File: src/rtl/uu_acmac_tx_mem_reader.sv
// rtl/uu_acmac_tx_mem_reader.sv - TX frame memory read initiator streaming bytes through a credit-controlled FIFO
//
// Fetches a wrap-around byte range from the TX frame memory and presents it on a
// valid/ready byte stream. The one-cycle registered read latency is hidden by a
// small output FIFO; reads are only issued while credits remain.
//
// Ports:
//   clk, rst              clock, asynchronous active-high reset
//   start, base_addr, len command strobe (IDLE only), first address, byte count
//   abort                 cancel current transfer (priority over start)
//   busy, done, err       status: transfer active, completion pulse, reject pulse
//   mem_tx_in_*           memory request side (read only: wen and write data tied 0)
//   mem_tx_out_data       registered read data, valid the cycle after an enable
//   out_data/valid/last   byte stream to the consumer, out_ready handshake
module uu_acmac_tx_mem_reader #(
   parameter int ADDR_W     = 8,
   parameter int MEM_DEPTH  = 208,
   parameter int LEN_W      = 8,
   parameter int FIFO_DEPTH = 4
) (
   input  logic              clk,
   input  logic              rst,
   input  logic              start,
   input  logic [ADDR_W-1:0] base_addr,
   input  logic [LEN_W-1:0]  len,
   input  logic              abort,
   output logic              busy,
   output logic              done,
   output logic              err,
   output logic              mem_tx_in_en,
   output logic              mem_tx_in_wen,
   output logic [ADDR_W-1:0] mem_tx_in_addr,
   output logic [7:0]        mem_tx_in_data,
   input  logic [7:0]        mem_tx_out_data,
   output logic [7:0]        out_data,
   output logic              out_valid,
   output logic              out_last,
   input  logic              out_ready
);

   localparam int PTR_W = $clog2(FIFO_DEPTH);
   localparam int CNT_W = PTR_W + 1;
   localparam int OCC_W = CNT_W + 1;

   typedef enum logic [1:0] {ST_IDLE, ST_FETCH, ST_DRAIN} state_t;

   state_t                  state;
   logic [ADDR_W-1:0]       addr_q;
   logic [LEN_W-1:0]        remaining_q;
   logic                    inflight_q;
   logic                    inflight_last_q;
   logic [7:0]              fifo_data [FIFO_DEPTH];
   logic [FIFO_DEPTH-1:0]   fifo_last;
   logic [PTR_W-1:0]        wr_ptr;
   logic [PTR_W-1:0]        rd_ptr;
   logic [CNT_W-1:0]        count;

   logic                    pop;
   logic                    push;
   logic                    issue;
   logic                    cmd_bad;
   logic [OCC_W-1:0]        occupancy;

   always_comb begin
      pop       = (count != '0) && out_ready;
      push      = inflight_q;
      // Credits: bytes held plus the read in flight, less the byte leaving this cycle.
      occupancy = OCC_W'(count) + OCC_W'(inflight_q) - OCC_W'(pop);
      issue     = (state == ST_FETCH) && !abort && (occupancy < OCC_W'(FIFO_DEPTH));
      cmd_bad   = (32'(len) > 32'(MEM_DEPTH)) || (32'(base_addr) >= 32'(MEM_DEPTH));
   end

   assign mem_tx_in_en   = issue;
   assign mem_tx_in_wen  = 1'b0;
   assign mem_tx_in_addr = addr_q;
   assign mem_tx_in_data = 8'h00;

   assign out_valid = (count != '0);
   assign out_data  = fifo_data[rd_ptr];
   assign out_last  = out_valid && fifo_last[rd_ptr];

   always_ff @(posedge clk or posedge rst) begin
      if (rst) begin
         state           <= ST_IDLE;
         addr_q          <= '0;
         remaining_q     <= '0;
         inflight_q      <= 1'b0;
         inflight_last_q <= 1'b0;
         fifo_last       <= '0;
         wr_ptr          <= '0;
         rd_ptr          <= '0;
         count           <= '0;
         busy            <= 1'b0;
         done            <= 1'b0;
         err             <= 1'b0;
         for (int i = 0; i < FIFO_DEPTH; i++) begin
            fifo_data[i] <= 8'h00;
         end
      end else begin
         done <= 1'b0;
         err  <= 1'b0;
         if (abort && (state != ST_IDLE)) begin
            // Flush everything, including a read whose data arrives next cycle.
            state           <= ST_IDLE;
            busy            <= 1'b0;
            inflight_q      <= 1'b0;
            inflight_last_q <= 1'b0;
            wr_ptr          <= '0;
            rd_ptr          <= '0;
            count           <= '0;
         end else begin
            if (push) begin
               fifo_data[wr_ptr] <= mem_tx_out_data;
               fifo_last[wr_ptr] <= inflight_last_q;
               wr_ptr            <= wr_ptr + PTR_W'(1);
            end
            if (pop) begin
               rd_ptr <= rd_ptr + PTR_W'(1);
            end
            count <= count + CNT_W'(push) - CNT_W'(pop);

            inflight_q      <= issue;
            inflight_last_q <= issue && (remaining_q == LEN_W'(1));
            if (issue) begin
               addr_q      <= (addr_q == ADDR_W'(MEM_DEPTH - 1)) ? '0 : addr_q + ADDR_W'(1);
               remaining_q <= remaining_q - LEN_W'(1);
            end

            case (state)
               ST_IDLE: begin
                  if (start && !abort) begin
                     if (len == '0) begin
                        done <= 1'b1;
                     end else if (cmd_bad) begin
                        err <= 1'b1;
                     end else begin
                        addr_q      <= base_addr;
                        remaining_q <= len;
                        busy        <= 1'b1;
                        state       <= ST_FETCH;
                     end
                  end
               end
               ST_FETCH: begin
                  if (issue && (remaining_q == LEN_W'(1))) begin
                     state <= ST_DRAIN;
                  end
               end
               ST_DRAIN: begin
                  // The tagged byte is the last one pushed, so its handshake empties the FIFO.
                  if (pop && out_last) begin
                     done  <= 1'b1;
                     busy  <= 1'b0;
                     state <= ST_IDLE;
                  end
               end
               default: state <= ST_IDLE;
            endcase
         end
      end
   end

endmodule
File: config.mk
export PLATFORM = sky130hd
export DESIGN_NAME = uu_acmac_tx_mem_reader
export DESIGN_NICKNAME = d
export VERILOG_FILES = /design/src/rtl/uu_acmac_tx_mem_reader.sv
export SDC_FILE = /design/constraint.sdc
export NUM_CORES = 1
export LEC_CHECK = 0
export CELL_PAD_IN_SITES_DETAIL_PLACEMENT = 1
export CELL_PAD_IN_SITES_GLOBAL_PLACEMENT = 1
export CORE_UTILIZATION = 25
export DETAILED_ROUTE_END_ITERATION = 12
export GPL_ROUTABILITY_DRIVEN = 0
export GPL_TIMING_DRIVEN = 0
export PLACE_DENSITY = 0.61
export SLEW_MARGIN = 20
export SYNTH_ARGS = -nofsm -noshare
export SYNTH_HDL_FRONTEND = slang
export SYNTH_SLANG_ARGS = --single-unit
File: constraint.sdc
create_clock -name clk -period 4.9 [get_ports clk]
set_clock_uncertainty 0.05 [all_clocks]
set_input_delay 1.47 -clock clk [delete_from_list [all_inputs] [get_ports clk]]
set_output_delay 1.47 -clock clk [all_outputs]
set_load 0.005 [all_outputs]
==> reports/qor.yml, run 1 <==
floorplanning:
  fp.dieH_um: 120
  starting_utilization_of_the_core_area_pct: 25.9
  fp.coreArea_um2: 13400
  io_pins: 60
  chipWidth_um: 120
  die_footprint_um2: 14400
  fp-row-count: 42
finish:
  final_core_utilization_pct: 34.9
  fill_cells: 1462
  num_antenna_cells: 0
  drive_gt1_share_pct: 30.7
  syn2layout_area_growth_pct: 34.6
  seqCellArea_um2: 1650
  final_nets: 397
  stdcell_count: 537
  area_taken_by_multi_input_logic_gates_um2: 1730
power:
  power-per-cell-area_nw_per_um2: 519
  leakagePower_nw: 2.05
  peak_supply_drop_uv: 178
clock_network:
  clock_insertion_delay_worst_skew_ns: 0.33
  tritoncts.num_buffers: 9
  buffer_depth_of_the_longest_clock_path: 2
  h-tree-depth: 3
  clock_transition_at_path_regs_ns: 0.06
  cts_root_buffer: "sky130_fd_sc_hd__clkbuf_16"
  cts-hold-fix-buffers: 0
  cts_tree: "built"
  clock-sinks: 66
timing:
  slew-limit-headroom_pct: 52.0
  final_min_period_over_clock_period_pct: 97.9
  tightestPinTransition_ns: 0.720
  timing.final.crit_period_ns: 4.80
  max_clock_freq_ghz: 0.208
  setup_viol: 0
  timing_max_transition_violations_final: 0
  setup_repair_after_global_routing_missed_its_margin: "no"
  final-hold-violation-count: 0
global_route:
  grt_pass1_vias: 2862
  grtUsageTotal_pct: 13.6
  antenna_found_initial: 1
  grt_remaining_overflow: 0
  grt_pass1_wl_um: 14900
  maximum_number_of_pins_on_one_net_before_global_route_repair: 54
route:
  routedWlPerCell_um: 16.7
  drt-total-wl_um: 8950
  routed_via_density: 4.80
  count_of_antenna_violating_nets_left_after_detailed_routing: 0
  firstDrtPassIters: 4
  route.detailed.drc: 0
  detailedRoute.firstIterationViolations: 104
  detailroute.via_count: 2576
logic_synthesis:
  yosysTopAreaCell: "sky130_fd_sc_hd__dfrtp_1"
  synthesis.instances: 281
  synth_top_cell_area_share_pct: 47.6
  synth-seq-area-share_pct: 47.6
  ys_async_sr_fraction_pct: 100
  postSynthRegisterBits: 66
  synthTopCellsByArea: "sky130_fd_sc_hd__dfrtp_1 48%, sky130_fd_sc_hd__mux2_2 12%, sky130_fd_sc_hd__mux4_2 5.8%, sky130_fd_sc_hd__ha_1 4.0%, sky130_fd_sc_hd__nor2_1 2.5%"
  synth-warning-count: 0
  yosysMostFrequentCell: "sky130_fd_sc_hd__dfrtp_1"
  count_of_unique_library_cells_instantiated_by_yosys: 59
  avgSynthCellArea_um2: 12.3
  synth_edf_count: 0
  synth_commonest_cells: "66 x sky130_fd_sc_hd__dfrtp_1, 36 x sky130_fd_sc_hd__mux2_2, 23 x sky130_fd_sc_hd__nor2_1"
  synth-main-ff-cell: "sky130_fd_sc_hd__dfrtp_1"
  synthesis.area_um2: 3470
critical_path:
  path_buf_inv: 6
  cp-end-kind: "output port"
  worstSetupStartpointType: "input pin"
  critical_path.slowest_cell: "sky130_fd_sc_hd__fa_2"
  top_cell_family_by_delay_on_the_critical_path: "adder cells"
  cp.arrival_ns: 3.28
  critical_path_peak_fanout: 2
  critical_path_class: "in2out"
  worst_path_largest_cell_delay_ns: 0.37
  crit_chain: "dlygate4sd2_1 > and2_4 > ha_4 > inv_2 > ha_4 > inv_2 > fa_2 > xor2_4 > o2111ai_4 > inv_2 > buf_6 > buf_6"
  cpMostUsedCell: "sky130_fd_sc_hd__inv_2"
  cp_data_required_time_ns: 3.38
outcome:
  run_status: "completed"
placed_design:
  dp_hpwl_um: 6100
  placed_cells: 515
  port_buffers: 49
min_path:
  min_delay_path_class: "reg2reg"
flow_run:
  timing.max_cap.violations: 0
[final timing paths]
kind | startpoint | depth (start not counted) | endpoint | slack, ns
worst min register to register | fifo_data[25] | 1 | fifo_data[25] | 0.45
min in group asynchronous | rst | 2 | fifo_data[18] | 1.36
worst min-delay path | fifo_data[25] | 1 | fifo_data[25] | 0.45
worst max-delay path | out_ready | 12 | mem_tx_in_en | 0.10
max in group asynchronous | rst | 3 | fifo_last[3] | 2.91
worst max register to register | count[1] | 15 | mem_tx_in_addr[2] | 1.70
[through the flow]
stage	TNS [ns]	power, W	hold slack, ns	cell area [um^2]	worst slack, ns
after detailed placement	-1.42	0.00165	0.439	4240	-1.42
final	0	0.00243	0.454	4670	0.101
after floorplan	0	0.00132	0.424	3500	0.0281
after global placement	-1.43	0.00161	0.432	4210	-1.43
after CTS	0	0.00241	0.456	4640	0.0435
after global routing	0	0.00258	0.467	4670	0.0199
[cells in the final DEF, fill, tap and decap left out, types with 8 or more instances in the layout]
| cell type | n |
|---|---|
| sky130_fd_sc_hd__conb_1 | 9 |
| sky130_fd_sc_hd__a21oi_1 | 8 |
| sky130_fd_sc_hd__clkdlybuf4s50_1 | 47 |
| sky130_fd_sc_hd__clkbuf_16 | 9 |
| sky130_fd_sc_hd__inv_1 | 10 |
| sky130_fd_sc_hd__nor3_1 | 9 |
| sky130_fd_sc_hd__mux2_2 | 36 |
| sky130_fd_sc_hd__mux4_2 | 9 |
| sky130_fd_sc_hd__ha_1 | 9 |
| sky130_fd_sc_hd__dfrtp_1 | 66 |
| sky130_fd_sc_hd__nor2_1 | 23 |
| sky130_fd_sc_hd__buf_4 | 17 |
[registers in the layout, indices dropped and copies added, names as in the netlist]
| name | cells |
|---|---|
| remaining_q | 8 |
| mem_tx_in_addr | 8 |
| wr_ptr | 2 |
| busy | 1 |
| count | 3 |
| state | 2 |
| inflight_q | 1 |
| done | 1 |
| err | 1 |
| inflight_last_q | 1 |
| rd_ptr | 2 |
| fifo_data | 32 |
| fifo_last | 4 |
[cells by family (layout without fill, tap and decap cells)]
| group | Yosys count | in the layout | synth area share, % |
|---|---|---|---|
| compound gates | 49 | 49 | 11.9 |
| xor+xnor | 4 | 4 | 1.01 |
| fa+ha+maj | 12 | 12 | 4.54 |
| buf+inv | 35 | 107 | 5.55 |
| flops | 66 | 66 | 47.6 |
| mux | 47 | 47 | 18.1 |
| other cells | 1 | 9 | 0.108 |
| simple gates | 67 | 67 | 11.2 |
[report_power, final]
part / switching (W) / total [W] / internal (W) / leakage (nW)
Combinational: 0.000401 / 0.000913 / 0.000512 / 1.05
Clock: 0.000245 / 0.000666 / 0.000421 / 0.145
Sequential: 0.000136 / 0.000846 / 0.000710 / 0.847
Total: 0.000783 / 0.00243 / 0.00164 / 2.05
[repair_timing]
item / CTS / global route
pin swaps: 2 / 3
setup endpoints to repair: 1 / 1
resized for setup: 17 / 3
buffers inserted: 6 / 1
[routing by layer]
| layer | wire length [um] | up-vias | global-route usage (%) | part of all wire, % |
|---|---|---|---|---|
| met1 | 3890 | 1311 | 16.3 | 43 |
| li1 | - | 1173 | - | - |
| met4 | 162 | 2 | 6.17 | 1.8 |
| met5 | 13 | - | 0 | 0.15 |
| met2 | 4450 | 74 | 22.5 | 50 |
| met3 | 436 | 16 | 4.13 | 4.9 |
[cell type report]
type / instances / area share, %
Multi-Input combinational cell: 188 / 37.0
Tap cell: 176 / 4.71
Inverter: 15 / 1.26
Sequential cell: 66 / 35.4
Timing Repair Buffer: 57 / 12.2
Buffer: 19 / 2.92
Clock inverter: 4 / 1.07
Clock buffer: 12 / 5.49
No activity file was read; power rests on OpenSTA's default activity.
==> run 2: changes to the inputs <==
- GPL_TIMING_DRIVEN: 0 -> not set
==> run 2 against run 1 <==
Global-route usage decreased by 0.65 points. Power fell by 3.8%. Design area is 4.3% lower. Critical path type unchanged. Largest cell class unchanged. Largest power group is now registers.
==> reports/qor.yml, run 2 (synthesis gave the netlist of run 1 again) <==
clock_network:
  cts_root_buffer: "sky130_fd_sc_hd__clkbuf_16"  # unchanged
  clock_insertion_delay_worst_skew_ns: 0.33  # about the same
  h-tree-depth: 3  # unchanged
  clock_transition_at_path_regs_ns: 0.05  # was 0.06 ns
  tritoncts.num_buffers: 9  # unchanged
  cts_tree: "built"  # unchanged
  clock-sinks: 66  # unchanged
  buffer_depth_of_the_longest_clock_path: 2  # unchanged
  cts-hold-fix-buffers: 0  # unchanged
timing:
  tightestPinTransition_ns: 0.913  # was 0.720 ns
  worst_slack_ns: 0.113  # was 0.101 ns
  setup_viol: 0  # unchanged
  max_clock_freq_ghz: 0.209  # was 0.208 GHz
  slew-limit-headroom_pct: 39.1  # was 52.0%
  timing.final.crit_period_ns: 4.79  # was 4.80 ns
  final_min_period_over_clock_period_pct: 97.7  # was 97.9%
  final-hold-violation-count: 0  # unchanged
  totalNegativeSetupSlack_ns: 0  # unchanged
  timing_max_transition_violations_final: 0  # unchanged
  setup_repair_after_global_routing_missed_its_margin: "no"  # unchanged
finish:
  final_core_utilization_pct: 33.4  # was 34.9%
  layout.cells.most_common: "sky130_fd_sc_hd__dfrtp_1"  # unchanged
  num_antenna_cells: 0  # unchanged
  mostFrequentLayoutCells: "66 x sky130_fd_sc_hd__dfrtp_1, 48 x sky130_fd_sc_hd__clkdlybuf4s50_1, 36 x sky130_fd_sc_hd__mux2_2"  # was 66 x sky130_fd_sc_hd__dfrtp_1, 47 x sky130_fd_sc_hd__clkdlybuf4s50_1, 36 x sky130_fd_sc_hd__mux2_2
  syn2layout_area_growth_pct: 28.9  # was 34.6%
  final_nets: 378  # was 397
  top_register: "fifo_data"  # unchanged
  drive_gt1_share_pct: 25.8  # was 30.7%
  final_cell_area_um2: 4470  # was 4670 um^2
  largest_register_ffs: 32  # unchanged
critical_path:
  worstSetupStartpointType: "input pin"  # unchanged
  critical_path_class: "in2out"  # unchanged
  cp.arrival_ns: 3.27  # was 3.28 ns
  critical_path_peak_fanout: 2  # unchanged
  cp_data_required_time_ns: 3.38  # about the same
  cp-end-kind: "output port"  # unchanged
route:
  routed_via_density: 4.81  # was 4.80
  firstDrtPassIters: 4  # unchanged
  routedWlPerCell_um: 16.5  # was 16.7 um
  drt-total-wl_um: 8530  # was 8950 um
  count_of_antenna_violating_nets_left_after_detailed_routing: 0  # unchanged
  detailroute.via_count: 2489  # was 2576
  detailedRoute.firstIterationViolations: 101  # was 104
  route.detailed.drc: 0  # unchanged
global_route:
  maximum_number_of_pins_on_one_net_before_global_route_repair: 53  # was 54
  global_route_layer_with_the_greatest_usage: "met2"  # unchanged
  grt_remaining_overflow: 0  # unchanged
  grtUsageTotal_pct: 13.0  # was 13.6%
  antenna_found_initial: 0  # was 1
  use_met3_pct: 4.04  # was 4.13%
  use_met2_pct: 21.4  # was 22.5%
  grt_pass1_wl_um: 14400  # was 14900 um
  use_met1_pct: 16.1  # was 16.3%
  grt_pass1_vias: 2726  # was 2862
floorplanning:
  fp.coreArea_um2: 13400  # unchanged
  starting_utilization_of_the_core_area_pct: 25.9  # unchanged
  io_pins: 60  # unchanged
  fp.dieH_um: 120  # unchanged
  die_footprint_um2: 14400  # unchanged
  fp-row-count: 42  # unchanged
  chipWidth_um: 120  # unchanged
placed_design:
  dpl_worst_slack_ns: -0.576  # was -1.42 ns
  port_buffers: 50  # was 49
  post_place_instance_area_um2: 4130  # was 4240 um^2
  dp_hpwl_um: 5840  # was 6100 um
power:
  leakagePower_nw: 1.95  # was 2.05 nW
  total_power_w: 0.00233  # was 0.00243 W
  power-per-cell-area_nw_per_um2: 522  # was 519 nW/um^2
  peak_supply_drop_uv: 156  # was 178 uV
outcome:
  run_status: "completed"  # unchanged
flow_run:
  timing.max_cap.violations: 0  # unchanged
min_path:
  min_delay_path_class: "reg2reg"  # unchanged
## run 2: area by class of cell
class,count,area (um^2)
fill,1458,8930
multi-input combinational,188,1670
sequential,66,1650
timing repair buffer,57,553
clock buffer,13,260
tap,176,220
clock inverter,2,60.1
inverter,15,56.3
## run 2: worst paths after layout
kind	startpoint	end	slack (ns)	cells past startpoint
min reg2reg	fifo_data[5]	fifo_data[5]	0.45	1
max reg2reg	count[1]	mem_tx_in_addr[0]	1.62	13
max	out_ready	mem_tx_in_en	0.11	11
max in group asynchronous	rst	fifo_data[30]	2.44	3
min in group asynchronous	rst	fifo_data[19]	1.37	2
min	fifo_data[5]	fifo_data[5]	0.45	1
## run 2: worst max-delay path, cell delays in order
cell	delay, ns
sky130_fd_sc_hd__dlygate4sd2_1	0.23
sky130_fd_sc_hd__and2_4	0.13
sky130_fd_sc_hd__ha_1	0.26
sky130_fd_sc_hd__inv_1	0.06
sky130_fd_sc_hd__ha_2	0.18
sky130_fd_sc_hd__inv_2	0.04
sky130_fd_sc_hd__fa_2	0.36
sky130_fd_sc_hd__xor2_2	0.17
sky130_fd_sc_hd__o2111ai_2	0.15
sky130_fd_sc_hd__inv_2	0.11
sky130_fd_sc_hd__buf_6	0.09
## run 2: where the power goes
| group | switching, W | internal (W) |
|---|---|---|
| registers | 0.000177 | 0.000709 |
| clock network | 0.000227 | 0.000471 |
| logic | 0.000303 | 0.000445 |
## run 2: per-stage QoR
| step | std cells | hold slack, ns |
|---|---|---|
| after floorplan | 289 | 0.424 |
| after global placement | 501 | 0.432 |
| after detailed placement | 501 | 0.442 |
| after CTS | 517 | 0.455 |
| after global routing | 517 | 0.462 |
| final | 517 | 0.452 |
## run 2: what timing repair did
item | in CTS | in global routing
pin swaps | 2 | 1
endpoints found under the setup margin | 1 | 1
setup buffers | 1 | 0
gates resized for setup | 11 | 0
## run 2: layer usage
layer | part of all wire [%] | wire, um
met5 | 0 | 0
met4 | 1.2 | 100
met3 | 5.0 | 427
met2 | 48 | 4120
met1 | 45 | 3870
